File: src/rtl/mem_store_buffer.sv
// mem_store_buffer: posted-write buffer between the MEM stage and data memory.
// Committed stores are queued in a small circular FIFO. They drain to memory
// in push order through a write/ack handshake. MEM-stage loads probe the
// buffer and get the data of the youngest pending store to the same word.
//
// Handshake semantics, for both sides:
//   - Store side: a store transfers on a rising edge where i_st_valid &&
//     o_st_ready. o_st_ready depends only on registered state (= !o_full).
//     A store presented while not ready is dropped, not stalled.
//   - Memory side: the head transfers on a rising edge where
//     o_mem_write && i_mem_ack. o_mem_write/o_mem_addr/o_mem_wdata are driven
//     only from registered state, so they stay stable until acked and never
//     depend combinationally on i_mem_ack. An ack while empty has no effect.
module mem_store_buffer #(
  parameter int DEPTH = 4,
  parameter int AW    = 32,
  parameter int DW    = 32
) (
  input  logic                     i_clk,
  input  logic                     i_rst_n,
  input  logic                     i_st_valid,
  input  logic [AW-1:0]            i_st_addr,
  input  logic [DW-1:0]            i_st_data,
  output logic                     o_st_ready,
  input  logic                     i_ld_valid,
  input  logic [AW-1:0]            i_ld_addr,
  output logic                     o_ld_hit,
  output logic [DW-1:0]            o_ld_data,
  output logic                     o_mem_write,
  output logic [AW-1:0]            o_mem_addr,
  output logic [DW-1:0]            o_mem_wdata,
  input  logic                     i_mem_ack,
  output logic [$clog2(DEPTH):0]   o_count,
  output logic                     o_empty,
  output logic                     o_full
);

  localparam int PW = $clog2(DEPTH);
  localparam int CW = PW + 1;

  // Entry storage; one full word per entry.
  logic [AW-1:0]    addr_q [DEPTH];
  logic [DW-1:0]    data_q [DEPTH];
  logic [DEPTH-1:0] valid_q;

  logic [PW-1:0]    wr_ptr;
  logic [PW-1:0]    rd_ptr;
  logic [CW-1:0]    count_q;

  logic             push_en;
  logic             pop_en;
  logic             empty;
  logic             full;

  // Forwarding search scratch.
  logic [PW-1:0]    fwd_idx;
  logic             fwd_hit;
  logic [DW-1:0]    fwd_data;

  // Byte-offset bits of the load address take no part in word matching.
  logic             unused_ld_lsb;
  assign unused_ld_lsb = ^i_ld_addr[1:0];

  // Full/empty are derived from the occupancy count, so equal pointers are
  // never ambiguous.
  assign empty   = (count_q == '0);
  assign full    = (count_q == CW'(DEPTH));
  assign push_en = i_st_valid && !full;
  assign pop_en  = !empty && i_mem_ack;

  // Circular FIFO update: write at wr_ptr, retire at rd_ptr, track occupancy.
  always_ff @(posedge i_clk or negedge i_rst_n) begin
    if (!i_rst_n) begin
      wr_ptr  <= '0;
      rd_ptr  <= '0;
      count_q <= '0;
      valid_q <= '0;
      for (int i = 0; i < DEPTH; i++) begin
        addr_q[i] <= '0;
        data_q[i] <= '0;
      end
    end else begin
      // Push and pop never target the same slot: that would need wr_ptr ==
      // rd_ptr with the buffer non-empty, i.e. full, and full blocks pushes.
      if (push_en) begin
        addr_q[wr_ptr]  <= i_st_addr;
        data_q[wr_ptr]  <= i_st_data;
        valid_q[wr_ptr] <= 1'b1;
        wr_ptr          <= wr_ptr + PW'(1);
      end
      if (pop_en) begin
        valid_q[rd_ptr] <= 1'b0;
        rd_ptr          <= rd_ptr + PW'(1);
      end
      case ({push_en, pop_en})
        2'b10:   count_q <= count_q + CW'(1);
        2'b01:   count_q <= count_q - CW'(1);
        default: count_q <= count_q;
      endcase
    end
  end

  // Store-to-load forwarding: walk from the youngest entry (wr_ptr-1) toward
  // the oldest and take the first valid word match. A store being pushed this
  // cycle is not yet in the array, so it is invisible until the next cycle;
  // the head being popped this cycle is still valid and still matches.
  always_comb begin
    fwd_hit  = 1'b0;
    fwd_data = '0;
    fwd_idx  = '0;
    if (i_ld_valid) begin
      for (int i = 0; i < DEPTH; i++) begin
        fwd_idx = wr_ptr - PW'(1) - PW'(i);
        if (!fwd_hit && valid_q[fwd_idx] &&
            (addr_q[fwd_idx][AW-1:2] == i_ld_addr[AW-1:2])) begin
          fwd_hit  = 1'b1;
          fwd_data = data_q[fwd_idx];
        end
      end
    end
  end

  assign o_ld_hit    = fwd_hit;
  assign o_ld_data   = fwd_data;

  // Memory side shows the head entry whenever anything is pending; outputs
  // are zero while empty so the idle bus is quiet.
  assign o_mem_write = !empty;
  assign o_mem_addr  = empty ? '0 : addr_q[rd_ptr];
  assign o_mem_wdata = empty ? '0 : data_q[rd_ptr];

  assign o_count     = count_q;
  assign o_empty     = empty;
  assign o_full      = full;
  assign o_st_ready  = !full;

endmodule
File: config.mk
export PLATFORM = sky130hd
export DESIGN_NAME = mem_store_buffer
export DESIGN_NICKNAME = d
export VERILOG_FILES = /design/src/rtl/mem_store_buffer.sv
export SDC_FILE = /design/constraint.sdc
export NUM_CORES = 1
export LEC_CHECK = 0
export CAP_MARGIN = 20
export CORE_MARGIN = 2
export CORE_UTILIZATION = 30
export CTS_CLUSTER_SIZE = 40
export DETAILED_ROUTE_END_ITERATION = 10
export SYNTH_ARGS = -nofsm -noshare
export SYNTH_HDL_FRONTEND = slang
export SYNTH_SLANG_ARGS = --single-unit
File: constraint.sdc
create_clock -name i_clk -period 6.2 [get_ports i_clk]
set_input_delay 0.93 -clock i_clk [delete_from_list [all_inputs] [get_ports i_clk]]
set_output_delay 0.93 -clock i_clk [all_outputs]
set_load 0.01 [all_outputs]
==> results of run 1 <==
cells by family (layout without fill, tap and decap cells):
kind of cell	count (synthesis)	count (layout)	synth area share, %
other cells	0	10	0
mux	586	586	40.38
simple gates	280	280	7.700
fa+ha+maj	10	10	0.6598
flops	267	267	33.24
xor+xnor	104	104	4.531
buf+inv	173	402	4.282
compound gates	265	265	9.206
layout make-up:
cell class | instances | area [um2]
antenna | 10 | 25.02
sequential | 267 | 6693
clock buffer | 51 | 1017
timing repair buffer | 319 | 3117
inverter | 22 | 82.58
multi-input combinational | 1245 | 12930
clock inverter | 10 | 163.9
tap | 864 | 1081
fill | 6314 | 40990
per-layer routing:
metal / global-route usage, % / vias up / wire, um
li1: - / 6897 / -
met4: 8.077 / 6 / 2425
met1: 27.69 / 8329 / 31650
met5: 0 / - / 38
met2: 31.79 / 599 / 33450
met3: 3.383 / 127 / 4068
flip-flops by register name, summed over array words and instances, names as in the netlist:
name / flops
addr_q: 128
data_q: 128
valid_q: 4
o_count: 3
rd_ptr: 2
wr_ptr: 2
critical path: cells and delay by family (launching register included):
kind | cells | cell delay (ns)
adder cells (fa/ha/maj) | 1 | 0.36
buffers and inverters | 8 | 1.67
multiplexers | 1 | 0.30
XOR/XNOR | 1 | 0.33
flip-flops | 1 | 0.43
AO/OA/AOI/OAI | 4 | 0.93
AND/OR/NAND/NOR | 2 | 0.50
per-stage QoR:
stage	instances	total power (uW)	hold slack, ns	utilization (%)
floorplan	1685	11340	0.4739	-
detailed placement	2703	15200	0.4932	35.47
global route	2788	18840	0.5197	37.99
global placement	2703	14960	0.4828	35.47
finish	2788	17940	0.4906	37.99
CTS	2771	17550	0.5066	37.50
placed cells by master, fill, tap and decap left out, types with 9 or more instances in the layout:
master	Yosys	layout
o21ai_0	29	29
a21oi_1	46	44
dfrtp_1	267	264
buf_4	10	100
mux4_2	146	146
xnor2_1	81	75
nor2_1	46	46
clkbuf_16	0	37
mux2i_2	2	20
clkbuf_1	86	9
diode_2	0	10
mux2_2	301	301
nand2_1	51	47
a211oi_1	10	9
a22oi_1	21	21
nor3_1	21	18
inv_1	21	20
o21ai_1	10	10
o22ai_1	33	32
o221ai_1	23	22
clkdlybuf4s50_1	0	200
a21boi_0	15	15
nor4_1	20	16
nand3_1	18	18
and2_1	77	77
mux2i_1	134	110
buf_12	4	15
xor2_1	23	23
o211ai_1	17	17
final timing paths:
check	start	endpoint	slack (ns)	cells after the start
max	wr_ptr[0]$_DFFE_PN0P_	o_ld_data[14]	0.14	17
min	i_rst_n	addr_q[65]$_DFFE_PN0P_	0.49	1
max reg2reg	wr_ptr[0]$_DFFE_PN0P_	addr_q[85]$_DFFE_PN0P_	3.09	6
min reg2reg	addr_q[32]$_DFFE_PN0P_	addr_q[32]$_DFFE_PN0P_	0.50	1
max in group asynchronous	i_rst_n	data_q[97]$_DFFE_PN0P_	4.23	2
min in group i_clk	addr_q[32]$_DFFE_PN0P_	addr_q[32]$_DFFE_PN0P_	0.50	1
repair_timing:
action                                  in CTS  in global routing
endpoints found under the setup margin      32                 32
gates cloned                                 0                  1
gates resized for setup                     14                 48
buffers inserted                             7                  6
pin swaps                                    3                  5
report_power, final:
group / leakage [uW] / total [uW] / switching [uW] / internal (uW)
Combinational: 0.00589 / 11900 / 5660 / 6220
Sequential: 0.00316 / 3950 / 1290 / 2650
Clock: 0.000573 / 2110 / 840 / 1270
Total: 0.00963 / 17900 / 7800 / 10100
==> results.cfg, run 1 <==
[global_routing]
gr-total-overflow = 0
grtUsageTotal_pct = 20.20
grt_max_degree = 138
grt_pass1_vias = 16270
grt_pass1_wl_um = 106600
antenna_found_initial = 16

[critical_path]
crit_fanout = 13
critPathKind = register to output port
slowest_stage = clkdlybuf4s50_1
critical_path.endpoint_type = output port
slowest_delay_ns = 0.60
arrival_ns = 5.13
crit_chain = inv_2 -> ha_4 -> buf_4 -> buf_12 -> buf_4 -> mux4_2 -> xnor2_1 -> o2111ai_2 -> nor4_2 -> buf_4 -> nand2_1 -> a211oi_4 -> buf_12 -> buf_4 -> o21ai_0 -> o22ai_1 -> clkdlybuf4s50_1
crit_required_ns = 5.27
crit_top_cell = buf_4
startpoint_type = register

[clock_network]
cts_buffers = 36
cts.reportedPaths.clkPinSlew_ns = 0.06
htreeDepth = 2
cts_sinks = 267
worstSkewPairLatency_ns = 0.57
cts_root_buffer = clkbuf_16
holdBufCountCts = 0
clock_path_buffers = 3
cts_tree = yes

[synth]
synth_area_um2 = 20100
ys_seq_area_share_pct = 33.24
ys_top_cells_by_count = mux2_2, dfrtp_1, mux4_2
yosysTopAreaCell = dfrtp_1
yosys.cell_types.count = 76
synth_nets = 1796
synth.area.top_cells = dfrtp_1, mux2_2, mux4_2
syn_inst = 1685
yosys_warnings = 0
syn-mean-instance-area_um2 = 11.93
synth_top_flop_cell = dfrtp_1
synth_edf_count = 0
synthArstFlopShare_pct = 100.0
ys_ff_latch = 267
netlist.area_leader.share_pct = 33.24
synth.most_common_cell = mux2_2

[routing]
routed_wl_um = 71620
num_vias = 15958
drtIter0Drc = 1227
drt-pass1-iter-count = 5
wl_per_cell_um = 25.69
drc = 0
viasPerCell = 5.724
ant_nets = 0

[place]
io_buffers = 202
dp_worst_setup_slack_ns = 0.04302
dp_hpwl_um = 49590
dpl_cell_area_um2 = 23450
place_congestion = 0.9733

[sta]
setup_ws_ns = 0.1401
skew_ns = 0.01396
min_period_over_period_pct = 97.74
period_needed_ns = 6.060
hold_viol = 0
maxSlewHeadroom_pct = 29.65
worst_pin_slew_ns = 1.055
fin_tns_setup_ns = 0
fmax_ghz = 0.1650
slew_viol_final = 0
setup_viol = 0

[job]
cap_violations = 0

[min_path]
hold_class = input port to async pin

[die]
die_area_um2 = 69090
num_rows = 94
core_um2 = 66100
io_pins = 205
die_h_um = 262.9
die_x_um = 262.9
start_util_pct = 30.41

[layout]
layout.nets = 2002
syn_to_final_growth_pct = 24.91
drive_gt1_share_pct = 36.21
design_area_um2 = 25110

[power]
p_per_area_nw_per_um2 = 714.7
max-vdd-ir-drop_mv = 0.4292
p_leak_uw = 0.009628

[outcome]
run_status = finished, final reports clean
Power figures use the tool's default switching activity.
==> run 2: changes to the inputs <==
Settings changed: CORE_UTILIZATION 30 to 35, PLACE_DENSITY from default to 0.5.
==> results.cfg, run 2 (synthesized netlist as in run 1, its figures left out) <==
[critical_path]
cp_num_cells = 16
slowest_stage = clkdlybuf4s50_1
r2r-end = addr_q[94]$_DFFE_PN0P_
critical_path.endpoint_type = output port
r2r-start = wr_ptr[0]$_DFFE_PN0P_
path_delay_family = buffers and inverters
critPathBufInv = 6
startpoint_type = register
crit_end = o_ld_data[22]
crit_fanout = 28
r2r_slack_ns = 3.22
critPathLaunch = wr_ptr[0]$_DFFE_PN0P_
rr_worst_depth = 6
crit_required_ns = 5.27
crit_top_cell = buf_4
arrival_ns = 5.12
slowest_delay_ns = 0.60
crit_chain = inv_2 -> ha_4 -> buf_4 -> clkbuf_16 -> mux2i_4 -> o2bb2ai_1 -> a2111oi_1 -> a21oi_1 -> nor4_4 -> buf_4 -> nand3_2 -> a211oi_4 -> buf_12 -> o221ai_1 -> o22ai_1 -> clkdlybuf4s50_1
critPathKind = register to output port

[clock_network]
htreeDepth = 2
cts_sinks = 267
cts_tree = yes
worstSkewPairLatency_ns = 0.58
cts_root_buffer = clkbuf_16
cts.reportedPaths.clkPinSlew_ns = 0.06
clock_path_buffers = 3
cts_buffers = 36

[routing]
drc = 0
num_vias = 15574
drt-pass1-iter-count = 5
viasPerCell = 5.853
ant_nets = 0
wl_per_cell_um = 26.51
routed_wl_um = 70540
drtIter0Drc = 1259

[die]
io_pins = 205
die_area_um2 = 59370
die_h_um = 243.7
die_x_um = 243.7
core_um2 = 56600
start_util_pct = 35.51
num_rows = 87

[sta]
min_period_over_period_pct = 97.51
period_needed_ns = 6.046
skew_ns = 0.02400
maxSlewHeadroom_pct = 29.63
worst_pin_slew_ns = 1.056
slew_viol_final = 0
fmax_ghz = 0.1654
setup_viol = 0
hold_viol = 0

[global_routing]
grt_pass1_wl_um = 105400
grt_pass1_vias = 15947
gr-total-overflow = 0
grtUsageTotal_pct = 23.44
grt_max_degree = 152
antenna_found_initial = 5

[outcome]
run_status = finished, final reports clean

[place]
place_congestion = 0.9513
dp_hpwl_um = 48530
io_buffers = 202
dpl_cell_area_um2 = 23210
dp.cells = 2582

[job]
cap_violations = 0

[min_path]
hold_class = input port to async pin

[layout]
top_regs = addr_q (128), data_q (128), valid_q (4)
design_area_um2 = 24860
drive_gt1_share_pct = 35.96
layout.nets = 1988
diodes = 0
final_cell_mix = mux2_2, dfrtp_1, clkdlybuf4s50_1
fillCellCount = 5365
syn_to_final_growth_pct = 23.68
final_common_cell = mux2_2
final_cells = 2661

[power]
power_uw = 17770
p_per_area_nw_per_um2 = 714.6
p_leak_uw = 0.009607
max-vdd-ir-drop_mv = 0.4468
[run 2: cell type report]
type | count | area [um2] | share of cell area, %
multi-input cells | 1245 | 12930 | 52.01
inverters | 22 | 82.58 | 0.3321
clock inverters | 15 | 153.9 | 0.6190
well taps | 756 | 945.9 | 3.805
clock buffers | 51 | 1069 | 4.298
flip-flops and latches | 267 | 6693 | 26.92
repair buffers | 305 | 2989 | 12.02
[run 2: repair_timing]
| item | 4_1_cts | 5_1_grt |
|---|---|---|
| cloned | 0 | 2 |
| setup buffers | 5 | 6 |
| hold buffers | 0 | 0 |
| endpoints found under the setup margin | 31 | 32 |
| pin swaps | 2 | 6 |
| gates resized for setup | 11 | 49 |
[run 2: per-layer routing]
metal	share of wire [%]	global-route usage, %	vias to the layer above
met5	0.081	0	-
met4	2.5	6.671	8
met3	6.1	3.855	114
met2	48	38.76	523
met1	43	31.69	8055
li1	-	-	6874
[run 2: through the flow]
step	setup WS, ns	hold slack (ns)	util (%)	TNS [ns]
6_report	0.1542	0.3839	43.92	0
5_1_grt	-0.02158	0.4413	43.92	-0.03187
4_1_cts	0.04110	0.3908	43.34	0
3_5_place_dp	0.2981	0.4895	41.00	0
3_3_place_gp	0.2581	0.4846	41.00	0
2_1_floorplan	0.4080	0.4739	-	0
[run 2: worst min path at each step]
stage,slack [ns],cells after the start,endpoint,from
2_1_floorplan,0.47,1,addr_q[32]$_DFFE_PN0P_,addr_q[32]$_DFFE_PN0P_
4_1_cts,0.39,1,addr_q[106]$_DFFE_PN0P_,i_rst_n
5_1_grt,0.44,1,addr_q[106]$_DFFE_PN0P_,i_rst_n
6_report,0.38,1,addr_q[47]$_DFFE_PN0P_,i_rst_n
3_3_place_gp,0.48,1,addr_q[0]$_DFFE_PN0P_,addr_q[0]$_DFFE_PN0P_
3_5_place_dp,0.49,1,addr_q[65]$_DFFE_PN0P_,addr_q[65]$_DFFE_PN0P_
[run 2: power by group]
group	switching (uW)	internal (uW)
clock network	846	1260
registers	1300	2650
logic	5520	6190
total	7660	10100
[run 2: worst register-to-register path, delay by kind of cell (launching register included)]
| family | cells | cell delay [ns] |
|---|---|---|
| flops | 1 | 0.49 |
| mux | 1 | 0.44 |
| simple gates | 1 | 0.43 |
| fa+ha+maj | 1 | 0.29 |
| buf+inv | 3 | 1.21 |
